## config.mk

```make
export PLATFORM = sky130hd
export DESIGN_NAME = cic_comp_fir
export DESIGN_NICKNAME = d
export VERILOG_FILES = /design/src/rtl/cic_comp_pkg.sv /design/src/rtl/fir_sat_round.sv /design/src/rtl/cic_comp_fir.sv
export SDC_FILE = /design/constraint.sdc
export NUM_CORES = 1
export LEC_CHECK = 0
export CAP_MARGIN = 20
export CORE_MARGIN = 2
export CORE_UTILIZATION = 58
export DETAILED_ROUTE_END_ITERATION = 10
export PLACE_DENSITY = 0.77
export SYNTH_ARGS = -nofsm -noshare
export SYNTH_HDL_FRONTEND = slang
export SYNTH_HIERARCHICAL = 1
export SYNTH_SLANG_ARGS = --single-unit
```

## constraint.sdc

```tcl
create_clock -name i_clock -period 5.5 [get_ports i_clock]
set_input_delay 1.1 -clock i_clock [delete_from_list [all_inputs] [get_ports i_clock]]
set_output_delay 1.1 -clock i_clock [all_outputs]
set_load 0.05 [all_outputs]
```

## src/rtl/cic_comp_pkg.sv

```systemverilog
// Shared types and constants for the CIC compensation FIR.
// The default coefficient set is symmetric and sums to exactly 32768,
// so a DC input passes with unity gain in Q1.15.
package cic_comp_pkg;

    localparam int COEF_WIDTH_DEFAULT = 16;
    localparam int NUM_COEFS          = 16;

    typedef logic signed [COEF_WIDTH_DEFAULT-1:0] coef_t;

    typedef enum logic [1:0] {
        IDLE  = 2'd0,
        MAC   = 2'd1,
        ROUND = 2'd2
    } state_t;

    // Negative outer taps and a raised centre lift the upper passband to
    // cancel the sinc droop of the preceding CIC.
    localparam coef_t CIC_COMP_COEFS [NUM_COEFS] = '{
        -16'sd64,  -16'sd128,  16'sd128,  16'sd512,
         16'sd768,  16'sd1792, 16'sd4992, 16'sd8384,
         16'sd8384, 16'sd4992, 16'sd1792, 16'sd768,
         16'sd512,  16'sd128, -16'sd128, -16'sd64
    };

endpackage

```

## src/rtl/fir_sat_round.sv

```systemverilog
// Combinational round-half-up, arithmetic right shift and saturation.
// Used to bring a wide accumulator back to the sample width.
module fir_sat_round #(
    parameter int IN_W  = 28,
    parameter int SHIFT = 15,
    parameter int OUT_W = 8
) (
    input  logic signed [IN_W-1:0]  in_i,
    output logic signed [OUT_W-1:0] out_o
);

    // Half an output LSB, added before the shift so ties round upward.
    localparam logic signed [IN_W:0] HALF  = {{(IN_W+1-SHIFT){1'b0}}, 1'b1, {(SHIFT-1){1'b0}}};
    localparam logic signed [IN_W:0] MAX_V = {{(IN_W+2-OUT_W){1'b0}}, {(OUT_W-1){1'b1}}};
    localparam logic signed [IN_W:0] MIN_V = {{(IN_W+2-OUT_W){1'b1}}, {(OUT_W-1){1'b0}}};

    logic signed [IN_W:0] biased;
    logic signed [IN_W:0] shifted;

    // One guard bit keeps the rounding add from overflowing before the clamp.
    always_comb begin
        biased  = $signed({in_i[IN_W-1], in_i}) + HALF;
        shifted = biased >>> SHIFT;
        if (shifted > MAX_V) begin
            out_o = MAX_V[OUT_W-1:0];
        end else if (shifted < MIN_V) begin
            out_o = MIN_V[OUT_W-1:0];
        end else begin
            out_o = shifted[OUT_W-1:0];
        end
    end

endmodule

```

## src/rtl/cic_comp_fir.sv

```systemverilog
// CIC droop compensation FIR with decimate-by-2.
// Every valid input lands in a circular buffer of 2*NUM_TAPS samples; every
// second input starts a serial MAC (one tap per clock) over the newest
// NUM_TAPS samples. A start request while a result is in flight is dropped
// and latched in the sticky overrun flag.
//
// Input handshake: i_in_valid qualifies i_in_data for exactly the cycle it is
// high; there is no ready, so every qualified sample is written. o_out_valid
// is a one-cycle strobe and o_out_data holds its value between strobes.
//
// Timing from the edge that captures a triggering sample (E0):
//   E1..E16  MAC state issues buffer reads k=0..NUM_TAPS-1 (registered read)
//   E2..E17  products accumulate one clock behind the reads
//   E16      state enters ROUND, E17 back to IDLE (next trigger accepted at E17+1)
//   E18      rounded/saturated result registered, o_out_valid high
module cic_comp_fir
    import cic_comp_pkg::*;
#(
    parameter int WIDTH      = 8,
    parameter int COEF_WIDTH = COEF_WIDTH_DEFAULT,
    parameter int NUM_TAPS   = 16,
    parameter logic signed [COEF_WIDTH-1:0] COEFS [NUM_TAPS] = CIC_COMP_COEFS
) (
    input  logic                    i_clock,
    input  logic                    i_reset,
    input  logic signed [WIDTH-1:0] i_in_data,
    input  logic                    i_in_valid,
    output logic signed [WIDTH-1:0] o_out_data,
    output logic                    o_out_valid,
    output logic                    o_overrun
);

    localparam int DEPTH  = 2 * NUM_TAPS;
    localparam int AW     = $clog2(DEPTH);
    localparam int KW     = $clog2(NUM_TAPS);
    localparam int PROD_W = WIDTH + COEF_WIDTH;
    localparam int ACC_W  = PROD_W + KW;

    localparam logic [KW-1:0] K_LAST = KW'(NUM_TAPS - 1);

    // FSM
    state_t state_q;
    state_t state_d;
    logic   start;
    logic   mac_rd;
    logic   round_go;

    // Input side
    logic          phase_q;
    logic [AW-1:0] wptr_q;
    logic          overrun_q;
    logic          trigger;

    // Sample buffer and read port
    logic signed [WIDTH-1:0] mem_q [DEPTH];
    logic [AW-1:0]           base_q;
    logic [KW-1:0]           k_q;
    logic [AW-1:0]           rd_addr;
    logic signed [WIDTH-1:0] rd_q;
    logic [KW-1:0]           rd_k_q;
    logic                    rd_v_q;

    // Datapath
    logic signed [COEF_WIDTH-1:0] coef_sel;
    logic signed [PROD_W-1:0]     prod;
    logic signed [ACC_W-1:0]      prod_ext;
    logic signed [ACC_W-1:0]      acc_q;
    logic                         round_pend_q;
    logic signed [WIDTH-1:0]      sat_out;
    logic signed [WIDTH-1:0]      out_data_q;
    logic                         out_valid_q;

    // The second of each pair of valid inputs requests a computation.
    assign trigger = i_in_valid & phase_q;

    // Taps walk backwards from the triggering sample.
    assign rd_addr = base_q - {1'b0, k_q};

    assign coef_sel = COEFS[rd_k_q];
    assign prod     = rd_q * coef_sel;
    assign prod_ext = {{KW{prod[PROD_W-1]}}, prod};

    // State register.
    always_ff @(posedge i_clock) begin
        if (i_reset) begin
            state_q <= IDLE;
        end else begin
            state_q <= state_d;
        end
    end

    // Next-state decode and per-state control strobes.
    always_comb begin
        state_d  = state_q;
        start    = 1'b0;
        mac_rd   = 1'b0;
        round_go = 1'b0;
        case (state_q)
            IDLE: begin
                if (trigger) begin
                    start   = 1'b1;
                    state_d = MAC;
                end
            end
            MAC: begin
                mac_rd = 1'b1;
                if (k_q == K_LAST) begin
                    state_d = ROUND;
                end
            end
            ROUND: begin
                round_go = 1'b1;
                state_d  = IDLE;
            end
            default: state_d = IDLE;
        endcase
    end

    // Decimation phase, write pointer and sticky overrun flag.
    always_ff @(posedge i_clock) begin
        if (i_reset) begin
            phase_q   <= 1'b0;
            wptr_q    <= '0;
            overrun_q <= 1'b0;
        end else begin
            if (i_in_valid) begin
                phase_q <= ~phase_q;
                wptr_q  <= wptr_q + 1'b1;
            end
            if (trigger && (state_q != IDLE)) begin
                overrun_q <= 1'b1;
            end
        end
    end

    // Buffer write port: every qualified sample is stored, in any state.
    always_ff @(posedge i_clock) begin
        if (i_reset) begin
            for (int i = 0; i < DEPTH; i++) begin
                mem_q[i] <= '0;
            end
        end else if (i_in_valid) begin
            mem_q[wptr_q] <= i_in_data;
        end
    end

    // Buffer read port, registered along with the tap index it belongs to.
    always_ff @(posedge i_clock) begin
        if (i_reset) begin
            rd_q   <= '0;
            rd_k_q <= '0;
            rd_v_q <= 1'b0;
        end else begin
            rd_q   <= mem_q[rd_addr];
            rd_k_q <= k_q;
            rd_v_q <= mac_rd;
        end
    end

    // Tap counter and base address of the current window.
    always_ff @(posedge i_clock) begin
        if (i_reset) begin
            k_q    <= '0;
            base_q <= '0;
        end else if (start) begin
            k_q    <= '0;
            base_q <= wptr_q;
        end else if (mac_rd) begin
            k_q <= k_q + 1'b1;
        end
    end

    // Accumulator: cleared on start, one product per clock behind the reads.
    always_ff @(posedge i_clock) begin
        if (i_reset) begin
            acc_q <= '0;
        end else if (start) begin
            acc_q <= '0;
        end else if (rd_v_q) begin
            acc_q <= acc_q + prod_ext;
        end
    end

    fir_sat_round #(
        .IN_W  (ACC_W),
        .SHIFT (COEF_WIDTH - 1),
        .OUT_W (WIDTH)
    ) u_sat_round (
        .in_i  (acc_q),
        .out_o (sat_out)
    );

    // Output stage: the edge after ROUND, when the last product has landed.
    always_ff @(posedge i_clock) begin
        if (i_reset) begin
            round_pend_q <= 1'b0;
            out_data_q   <= '0;
            out_valid_q  <= 1'b0;
        end else begin
            round_pend_q <= round_go;
            out_valid_q  <= round_pend_q;
            if (round_pend_q) begin
                out_data_q <= sat_out;
            end
        end
    end

    assign o_out_data  = out_data_q;
    assign o_out_valid = out_valid_q;
    assign o_overrun   = overrun_q;

endmodule

```

==> results of run 1 <==
[metal layers]
metal | global-route usage [%] | up-vias | share of wire, %
met4 | 5.50 | 2 | 2.1
met2 | 43.3 | 419 | 50
met1 | 33.6 | 5732 | 41
met3 | 3.43 | 78 | 6.9
li1 | - | 5208 | -
met5 | 0 | - | 0.032
[path summary, 6_finish.rpt]
check                                from   endpoint  slack, ns  cells past startpoint
worst max-delay path            rd_k_q[1]  acc_q[25]       0.13                     19
worst min-delay path            o_overrun  o_overrun       0.47                      2
worst max register to register  rd_k_q[1]  acc_q[25]       0.13                     19
worst min register to register  o_overrun  o_overrun       0.47                      2
[flip-flops by register name, indices dropped and copies added, names as in the netlist, 2 cells and up]
register,cells
rd_q,8
o_out_data,8
base_q,5
rd_k_q,4
mem_q,256
wptr_q,5
k_q,4
state_q,2
acc_q,22
[what timing repair did]
item	4_1_cts	5_1_grt
setup buffers	0	11
resized for setup	5	54
hold endpoints to repair	0	0
cloned	0	0
setup endpoints to repair	6	11
pin swaps	0	35
[worst max-delay path: cells and delay by family (launching register included)]
| family | cells | cell delay [ns] |
|---|---|---|
| flip-flops | 1 | 0.40 |
| buffers and inverters | 3 | 0.28 |
| AND/OR/NAND/NOR | 4 | 1.12 |
| adder cells (fa/ha/maj) | 6 | 2.55 |
| AO/OA/AOI/OAI | 6 | 0.90 |
[cell usage in the layout (no fill, tap or decap), types with 27 or more instances in the layout]
cell,instances
mux2i_1,33
fa_1,101
dfxtp_1,59
ha_1,47
mux4_2,80
nand2_1,48
edfxtp_1,256
clkbuf_16,32
inv_1,116
buf_4,63
nor2_1,103
or2_2,27
and2_1,285
[stage by stage]
stage | worst slack, ns | instance area, um2 | cells | util [%] | hold slack (ns)
after floorplan | -0.0891 | 18900 | 1474 | - | 0.450
after global placement | -0.0181 | 19800 | 1888 | 62.3 | 0.468
after detailed placement | -0.139 | 19800 | 1888 | 62.3 | 0.469
after CTS | 0.00984 | 20800 | 1944 | 65.5 | 0.478
after global routing | -0.0531 | 21200 | 1960 | 66.9 | 0.497
final | 0.127 | 21200 | 1960 | 66.9 | 0.472
[area by class of cell]
class,count,area share (%)
clock buffers,44,4.24
clock inverters,12,0.519
inverters,127,2.28
multi-input cells,963,44.4
flip-flops and latches,319,42.3
well taps,402,2.37
repair buffers,93,3.93
[power by group]
part | leakage, nW | switching [mW] | internal (mW)
registers | 3.16 | 0.0899 | 2.71
clock network | 0.501 | 0.881 | 1.22
logic | 4.73 | 3.10 | 3.10
==> summary.txt, run 1 <==
Die
  – Starting density of the core: roughly three fifths
  – Total die area: 0.0338 mm2
  – Row count: 65
  – Top Ports: 21
  – Core box area: 0.0317 mm2
  – Die Y: roughly 180 um
  – Die W: 184 um

Run status
  – Status: finished clean

Worst setup path
  – Critical-path top delay cell: fa_1
  – Critical path endpoint category: flip-flop
  – Critical path type: flip-flop to flip-flop
  – Cell repeated most along the worst path: fa_1
  – Crit path launch type: flip-flop
  – Worst-path fanout max: 8
  – CP Cell Sequence: clkinvlp_4 > nor3_4 > a31oi_4 > and2_4 > fa_1 > inv_2 > fa_1 > inv_2 > fa_1 > fa_1 > ha_4 > ha_4 > o21ai_2 > a22o_1 > or4b_4 > a21oi_4 > o211ai_2 > and3_1 > a211o_1
  – Data required, critical path: 5.94 ns
  – CP Data Arrival Time: 5.81 ns
  – Slowest Stage Delay on Critical Path: between 0.5 and 0.6 ns

STA
  – Final Setup Violations: 0
  – FMAX: around 190 MHz
  – TNS Setup: 0 ns
  – Period utilization: 97.7%
  – Minimum clock period: 5.37 ns
  – Setup skew after layout: 0.0173 ns
  – Final hold vios: 0
  – Max-slew violations: 0
  – Worst relative slew slack: 32.5%
  – RSZ-0062 raised after global routing: yes
  – Tightest Pin Transition: approximately 1 ns

Job
  – MaxCap Viol Count: 0

Final layout
  – Flip-flop and latch area: 0.00896 mm2
  – Multi-input gate area: roughly 0.0094 mm2
  – Share of layout cells above drive strength 1: roughly a fifth
  – Nets: 1712
  – Filler cell count in the final layout: roughly 2200
  – Ant diodes: 0
  – Area Growth Syn to Fin: 13.3%

Place
  – Routability cong.: 0.889
  – Port bufs: 20
  – Hpwl dp: 28.7 mm

Power
  – VDD IR max: 0.422 mV
  – Leakage: 8.39 nW
  – Power after layout: 11.1 mW
  – Power Dens Cells: 524 mW/mm2

Global route
  – Largest net degree at the start of global routing: 53
  – GR Util All Layers: 24.9%
  – Grt ovf: 0
  – First-pass GRT wire length: 65.3 mm
  – Vias in the first global route: approximately 12000
  – Initial antenna violation count: 1

Clocking
  – # H-tree levels: 1
  – Clock tree buffer depth: 3
  – CTS Buf Count: 30
  – Clk slew on worst S/H paths: 0.06 ns
  – Worst-skew pair later-pin latency: 0.56 ns
  – # hold bufs at CTS: 0
  – CTS Root Cell: clkbuf_16
  – CTS Sinks: 319
  – CTS tree: built

Synth
  – Post-Syn Instances: 1474
  – Synth Warn #: 6
  – Syn Nets: 1652
  – Syn Std Cell Area: 0.0187 mm2
  – Mean Syn Cell Area: 12.7 um2

Drt
  – Wirelength per Cell: 20.8 um
  – Drt pass-1 iters: 5
  – # DRC: 0
  – DR vias/cell: just under 6
  – Post-route ant nets: 0
  – Routed vias: between 10000 and 15000
  – Overall routed net length: between 40 and 50 mm
  – DRT iter0 DRCs: about 880

Hold path
  – Worst hold path class: flip-flop to flip-flop
Power figures use the tool's default switching activity.
==> run 2, diff against run 1 <==
- CORE_MARGIN: 2 -> 1
- CTS_CLUSTER_DIAMETER: not set -> 60
==> summary.txt, run 2 (synthesis gave the netlist of run 1 again) <==
Run status
  – Status: finished clean

Power
  – Seq pwr share: 24.8% (-0.4 points)
  – Internal power: 7.13 mW (+1.3%)
  – Clock Power Share: 20.4% (+1.4 points)
  – VDD IR max: 0.419 mV (-0.55%)
  – Switching pwr: 4.11 mW (+0.94%)
  – Sw Ratio: 36.6% (-0.088 points)
  – Leakage: 8.41 nW (+0.34%)
  – Logic pwr share: 54.8% (-1.1 points)
  – Power Dens Cells: 531 mW/mm2 (+1.4%)

Final layout
  – Area Growth Syn to Fin: 13.1%
  – Ant diodes: 0 (unchanged)
  – Nets: 1718 (+0.35%)
  – Most common cell after layout, fill and taps aside: and2_1
  – Multi-input gate area: 0.00932 mm2 (-1.1%)
  – Biggest regs: mem_q (256), acc_q (22)
  – Share of layout cells above drive strength 1: 18.3% (-0.72 points)
  – Flip-flop and latch area: 0.00896 mm2 (about the same)
  – Reg with most FFs: mem_q
  – Max FFs per register: 256 (unchanged)
  – Filler cell count in the final layout: 2244 (+0.63%)
  – Final core occ: 66.9% (about the same)
  – Most frequent cells in the layout: 287 x and2_1, 256 x edfxtp_1, 119 x inv_1

Drt
  – Routed vias: 11400 (-0.38%)
  – Post-route ant nets: 0 (unchanged)
  – DRT iter0 DRCs: 811 (-8.3%)
  – Drt pass-1 iters: 5 (unchanged)
  – # DRC: 0 (unchanged)
  – Overall routed net length: 40.8 mm (+0.29%)
  – Wirelength per Cell: 20.8 um (about the same)
  – DR vias/cell: 5.79 (-0.73%)

Worst setup path
  – CP delay by family, top: adder cells
  – Worst-path fanout max: 8 (unchanged)
  – CP Data Arrival Time: 5.81 ns (about the same)
  – CP bufs+invs: 3 (unchanged)
  – Setup crit start: rd_k_q[2]
  – Cell repeated most along the worst path: fa_1
  – Worst path depth: 20 (+1)
  – R2R depth: 20 (+1)
  – Crit path launch type: flip-flop
  – CP Cell Sequence: nor2b_2 > nor3_2 > a31oi_1 > buf_4 > and2_1 > fa_1 > inv_1 > fa_1 > inv_1 > fa_1 > fa_1 > ha_4 > ha_4 > o21ai_2 > a22o_1 > or4b_4 > a21oi_4 > o211ai_2 > and3_1 > a211o_1
  – Critical path type: flip-flop to flip-flop
  – Critical-path top delay cell: fa_1
  – Slowest Stage Delay on Critical Path: 0.56 ns (about the same)
  – Data required, critical path: 5.89 ns (-0.05 ns)
  – RR Startpoint: rd_k_q[2]
  – Critical path endpoint category: flip-flop

STA
  – Tightest Pin Transition: 1.01 ns (+0.00683 ns)
  – Worst relative slew slack: 32.5% (about the same)
  – Setup slack after layout: 0.0713 ns (-0.0557 ns)
  – FMAX: 184 MHz (-1.0%)
  – Period utilization: 98.7% (+1.0 points)
  – Setup skew after layout: 0.0188 ns (+0.00149 ns)
  – Max-slew violations: 0 (unchanged)
  – Final Setup Violations: 0 (unchanged)
  – Final hold vios: 0 (unchanged)
  – RSZ-0062 raised after global routing: yes
  – Min Hold Slack: 0.489 ns (+0.0171 ns)
  – Minimum clock period: 5.43 ns (+0.0557 ns)

Clocking
  – Clk slew on worst S/H paths: 0.06 ns (about the same)
  – # H-tree levels: 2 (+1)
  – CTS Sinks: 319 (unchanged)
  – Worst-skew pair later-pin latency: 0.51 ns (-0.05 ns)
  – CTS Buf Count: 34 (+13%)
  – # hold bufs at CTS: 0 (unchanged)
  – CTS tree: built
  – Clock tree buffer depth: 3 (unchanged)
  – CTS Root Cell: clkbuf_16

Global route
  – GR Util All Layers: 26.0% (+1.1 points)
  – Grt ovf: 0 (unchanged)
  – Initial antenna violation count: 0 (-1)
  – Largest net degree at the start of global routing: 67 (+26%)
  – Vias in the first global route: 12000 (-1.2%)
  – First-pass GRT wire length: 65.8 mm (+0.75%)

Place
  – Port bufs: 20 (unchanged)
  – Hpwl dp: 28.6 mm (-0.51%)
  – Dpl ws: -0.141 ns (-0.00190 ns)
  – Routability cong.: 0.883 (-0.63%)

Hold path
  – Worst hold path class: flip-flop to flip-flop
  – Hold path depth: 2 (unchanged)
  – Hold Startpoint: o_overrun

Die
  – Row count: 65 (unchanged)
  – Die Y: 182 um (-1.1%)
  – Core box area: 0.0316 mm2 (-0.26%)
  – Total die area: 0.0330 mm2 (-2.2%)
  – Starting density of the core: 59.2% (+0.15 points)
  – Die W: 182 um (-1.1%)
  – Top Ports: 21 (unchanged)

Job
  – MaxCap Viol Count: 0 (unchanged)
## run 2: metrics by stage
step                instance area, um2  setup TNS, ns  cells  total power [mW]
finish                           21200              0   1967              11.2
CTS                              21000              0   1961              11.0
global placement                 19900        -0.0116   1900              8.46
detailed placement               19900         -0.533   1900              8.67
floorplan                        18900         -0.231   1474              6.84
global route                     21200         -0.335   1967              12.1
## run 2: final timing paths
path / end / slack [ns]
setup / recovery: acc_q[25] / 0.07
hold / removal: o_overrun / 0.49
setup reg to reg: acc_q[25] / 0.07
hold reg to reg: o_overrun / 0.49
## run 2: layout make-up
type                            count  share of cell area, %
Sequential cell                   319                   42.3
Multi-Input combinational cell    963                   44.0
Inverter                          127                   2.28
Timing Repair Buffer               95                   3.77
Tap cell                          402                   2.37
Clock buffer                       47                   4.65
Clock inverter                     14                  0.620
## run 2: layer usage
layer	up-vias	share of wire [%]	track usage [%]
met4	0	2.4	7.25
met1	5752	42	34.5
met5	-	0	0
met3	70	5.7	4.17
met2	348	50	44.4
li1	5226	-	-
## run 2: worst reg2reg max path, delay by kind of cell (launching register included)
family	cells	cell delay, ns
compound gates	6	0.92
fa+ha+maj	6	2.54
buf+inv	3	0.29
simple gates	5	1.20
flops	1	0.36
## run 2: what timing repair did
item / in CTS / in global routing
setup buffers: 0 / 4
pin swaps: 0 / 21
gates resized for setup: 5 / 30
setup endpoints to repair: 8 / 11
gates cloned: 0 / 0
## run 2: power groups by stage
stage / Combinational [mW] / Clock, mW / Sequential [mW]
6_report: 6.16 / 2.29 / 2.79
5_1_grt: 6.87 / 2.40 / 2.81
4_1_cts: 5.90 / 2.31 / 2.79
3_5_place_dp: 5.83 / 0 / 2.84
3_3_place_gp: 5.62 / 0 / 2.84
2_1_floorplan: 4.03 / 0 / 2.81
==> run 3, diff against run 2 <==
- CAP_MARGIN: 20 -> not set
==> summary.txt, run 3 (synthesis gave the netlist of run 1 again) <==
Job
  – MaxCap Viol Count: 0 (unchanged)

Die
  – Row count: 65 (unchanged)
  – Die W: 182 um (unchanged)
  – Die Y: 182 um (unchanged)
  – Core box area: 0.0316 mm2 (unchanged)
  – Starting density of the core: 59.2% (unchanged)
  – Top Ports: 21 (unchanged)
  – Total die area: 0.0330 mm2 (unchanged)

Final layout
  – Reg with most FFs: mem_q
  – Final core occ: 66.8% (-0.095 points)
  – Ant diodes: 0 (unchanged)
  – Finished Cell Area: 0.0211 mm2 (-0.14%)
  – Most frequent cells in the layout: 287 x and2_1, 256 x edfxtp_1, 119 x inv_1
  – Biggest regs: mem_q (256), acc_q (22)
  – Filler cell count in the final layout: 2247 (+0.13%)
  – Share of layout cells above drive strength 1: 18.2% (-0.10 points)
  – Most common cell after layout, fill and taps aside: and2_1
  – Nets: 1716 (-0.12%)
  – Area Growth Syn to Fin: 12.9%
  – Max FFs per register: 256 (unchanged)

Power
  – Switching pwr: 4.11 mW (about the same)
  – Sw Ratio: 36.6% (about the same)
  – Logic pwr share: 54.8% (about the same)
  – Internal power: 7.13 mW (about the same)
  – Seq pwr share: 24.8% (about the same)
  – Power Dens Cells: 532 mW/mm2 (+0.16%)
  – Power after layout: 11.2 mW (about the same)
  – VDD IR max: 0.424 mV (+1.1%)
  – Clock Power Share: 20.4% (about the same)
  – Leakage: 8.40 nW (-0.18%)

Drt
  – Drt pass-1 iters: 5 (unchanged)
  – DRT iter0 DRCs: 938 (+16%)
  – # DRC: 0 (unchanged)
  – Routed vias: 11400 (-0.11%)
  – Overall routed net length: 40.9 mm (+0.12%)
  – Wirelength per Cell: 20.8 um (+0.23%)
  – DR vias/cell: 5.79 (about the same)
  – Post-route ant nets: 0 (unchanged)

Place
  – Hpwl dp: 28.6 mm (unchanged)
  – Port bufs: 20 (unchanged)
  – Routability cong.: 0.883 (unchanged)
  – Post-placement cell area: 0.0199 mm2 (unchanged)

Global route
  – GR Util All Layers: 26.0% (unchanged)
  – Initial antenna violation count: 0 (unchanged)
  – Grt ovf: 0 (unchanged)
  – First-pass GRT wire length: 65.8 mm (unchanged)
  – Largest net degree at the start of global routing: 67 (unchanged)
  – Vias in the first global route: 12000 (unchanged)

Worst setup path
  – R2R depth: 20 (unchanged)
  – Critical path type: flip-flop to flip-flop
  – Worst-path fanout max: 8 (unchanged)
  – Data required, critical path: 5.89 ns (about the same)
  – Crit path launch type: flip-flop
  – Critical path endpoint category: flip-flop
  – CP Data Arrival Time: 5.82 ns (about the same)
  – R2r setup slk: 0.07 ns (about the same)

STA
  – FMAX: 184 MHz (about the same)
  – Final Setup Violations: 0 (unchanged)
  – Min Hold Slack: 0.489 ns (+0.000312 ns)
  – Period utilization: 98.8% (about the same)
  – Worst relative slew slack: 15.3% (-17 points)
  – Max-slew violations: 0 (unchanged)
  – Final hold vios: 0 (unchanged)
  – Setup skew after layout: 0.0164 ns (-0.00238 ns)
  – Minimum clock period: 5.43 ns (+0.00426 ns)
  – Tightest Pin Transition: 1.27 ns (+0.255 ns)
  – RSZ-0062 raised after global routing: yes

Clocking
  – # hold bufs at CTS: 0 (unchanged)
  – CTS Sinks: 319 (unchanged)
  – Clk slew on worst S/H paths: 0.06 ns (about the same)
  – CTS tree: built
  – Clock tree buffer depth: 3 (unchanged)
  – Worst-skew pair later-pin latency: 0.51 ns (about the same)
  – CTS Root Cell: clkbuf_16
  – # H-tree levels: 2 (unchanged)
  – CTS Buf Count: 34 (unchanged)

Hold path
  – Worst hold path class: flip-flop to flip-flop
  – Hold path depth: 2 (unchanged)

Run status
  – Status: finished clean
[run 3: cell count changes in the layout (fill, tap and decap cells not counted)]
cell	previous run	this run
buf_8	2	0
[run 3: critical path: stages (launching register included)]
cell and delay, ns:
dfxtp_4 0.36, nor2b_2 0.18, nor3_2 0.15, a31oi_1 0.06, buf_4 0.18, and2_1 0.18, fa_1 0.53, inv_1 0.05
fa_1 0.49, inv_1 0.06, fa_1 0.56, fa_1 0.45, ha_4 0.24, ha_4 0.27, o21ai_2 0.06, a22o_1 0.26
or4b_4 0.53, a21oi_4 0.17, o211ai_2 0.11, and3_1 0.16, a211o_1 0.25
[run 3: path summary, 6_finish.rpt]
kind,start,end
max,rd_k_q[2],acc_q[25]
max reg2reg,rd_k_q[2],acc_q[25]
min,o_overrun,o_overrun
min reg2reg,o_overrun,o_overrun
[run 3: per-layer routing]
metal | wire length [um] | share of wire [%] | track usage [%] | vias up
met3 | 2440 | 6.0 | 4.17 | 66
met2 | 20500 | 50 | 44.4 | 356
li1 | - | - | - | 5227
met5 | 0 | 0 | 0 | -
met4 | 954 | 2.3 | 7.25 | 0
met1 | 17000 | 41 | 34.5 | 5735
[run 3: what timing repair did]
item                                    4_1_cts  5_1_grt
endpoints found under the setup margin        8       11
pin swaps                                     0       21
gates resized for setup                       5       30
buffers inserted                              0        4
[run 3: layout make-up]
class | instances | area (um2) | share of cell area, %
well taps | 402 | 503 | 2.38
inverters | 127 | 483 | 2.28
multi-input cells | 963 | 9320 | 44.1
clock buffers | 47 | 985 | 4.66
flip-flops and latches | 319 | 8960 | 42.4
clock inverters | 14 | 131 | 0.621
repair buffers | 93 | 768 | 3.63
[run 3: per-stage QoR]
stage | setup TNS, ns | worst slack, ns | cells
after floorplan | -0.231 | -0.0891 | 1474
after global placement | -0.0116 | -0.0116 | 1900
after detailed placement | -0.533 | -0.141 | 1900
after CTS | 0 | 0.0149 | 1961
after global routing | -0.335 | -0.105 | 1965
final | 0 | 0.0670 | 1965
[run 3: power groups by stage]
stage          clock network (mW)  registers [mW]  logic, mW
2_1_floorplan                   0            2.81       4.03
3_3_place_gp                    0            2.84       5.62
3_5_place_dp                    0            2.84       5.83
4_1_cts                      2.31            2.79       5.90
5_1_grt                      2.40            2.81       6.87
6_report                     2.29            2.79       6.16
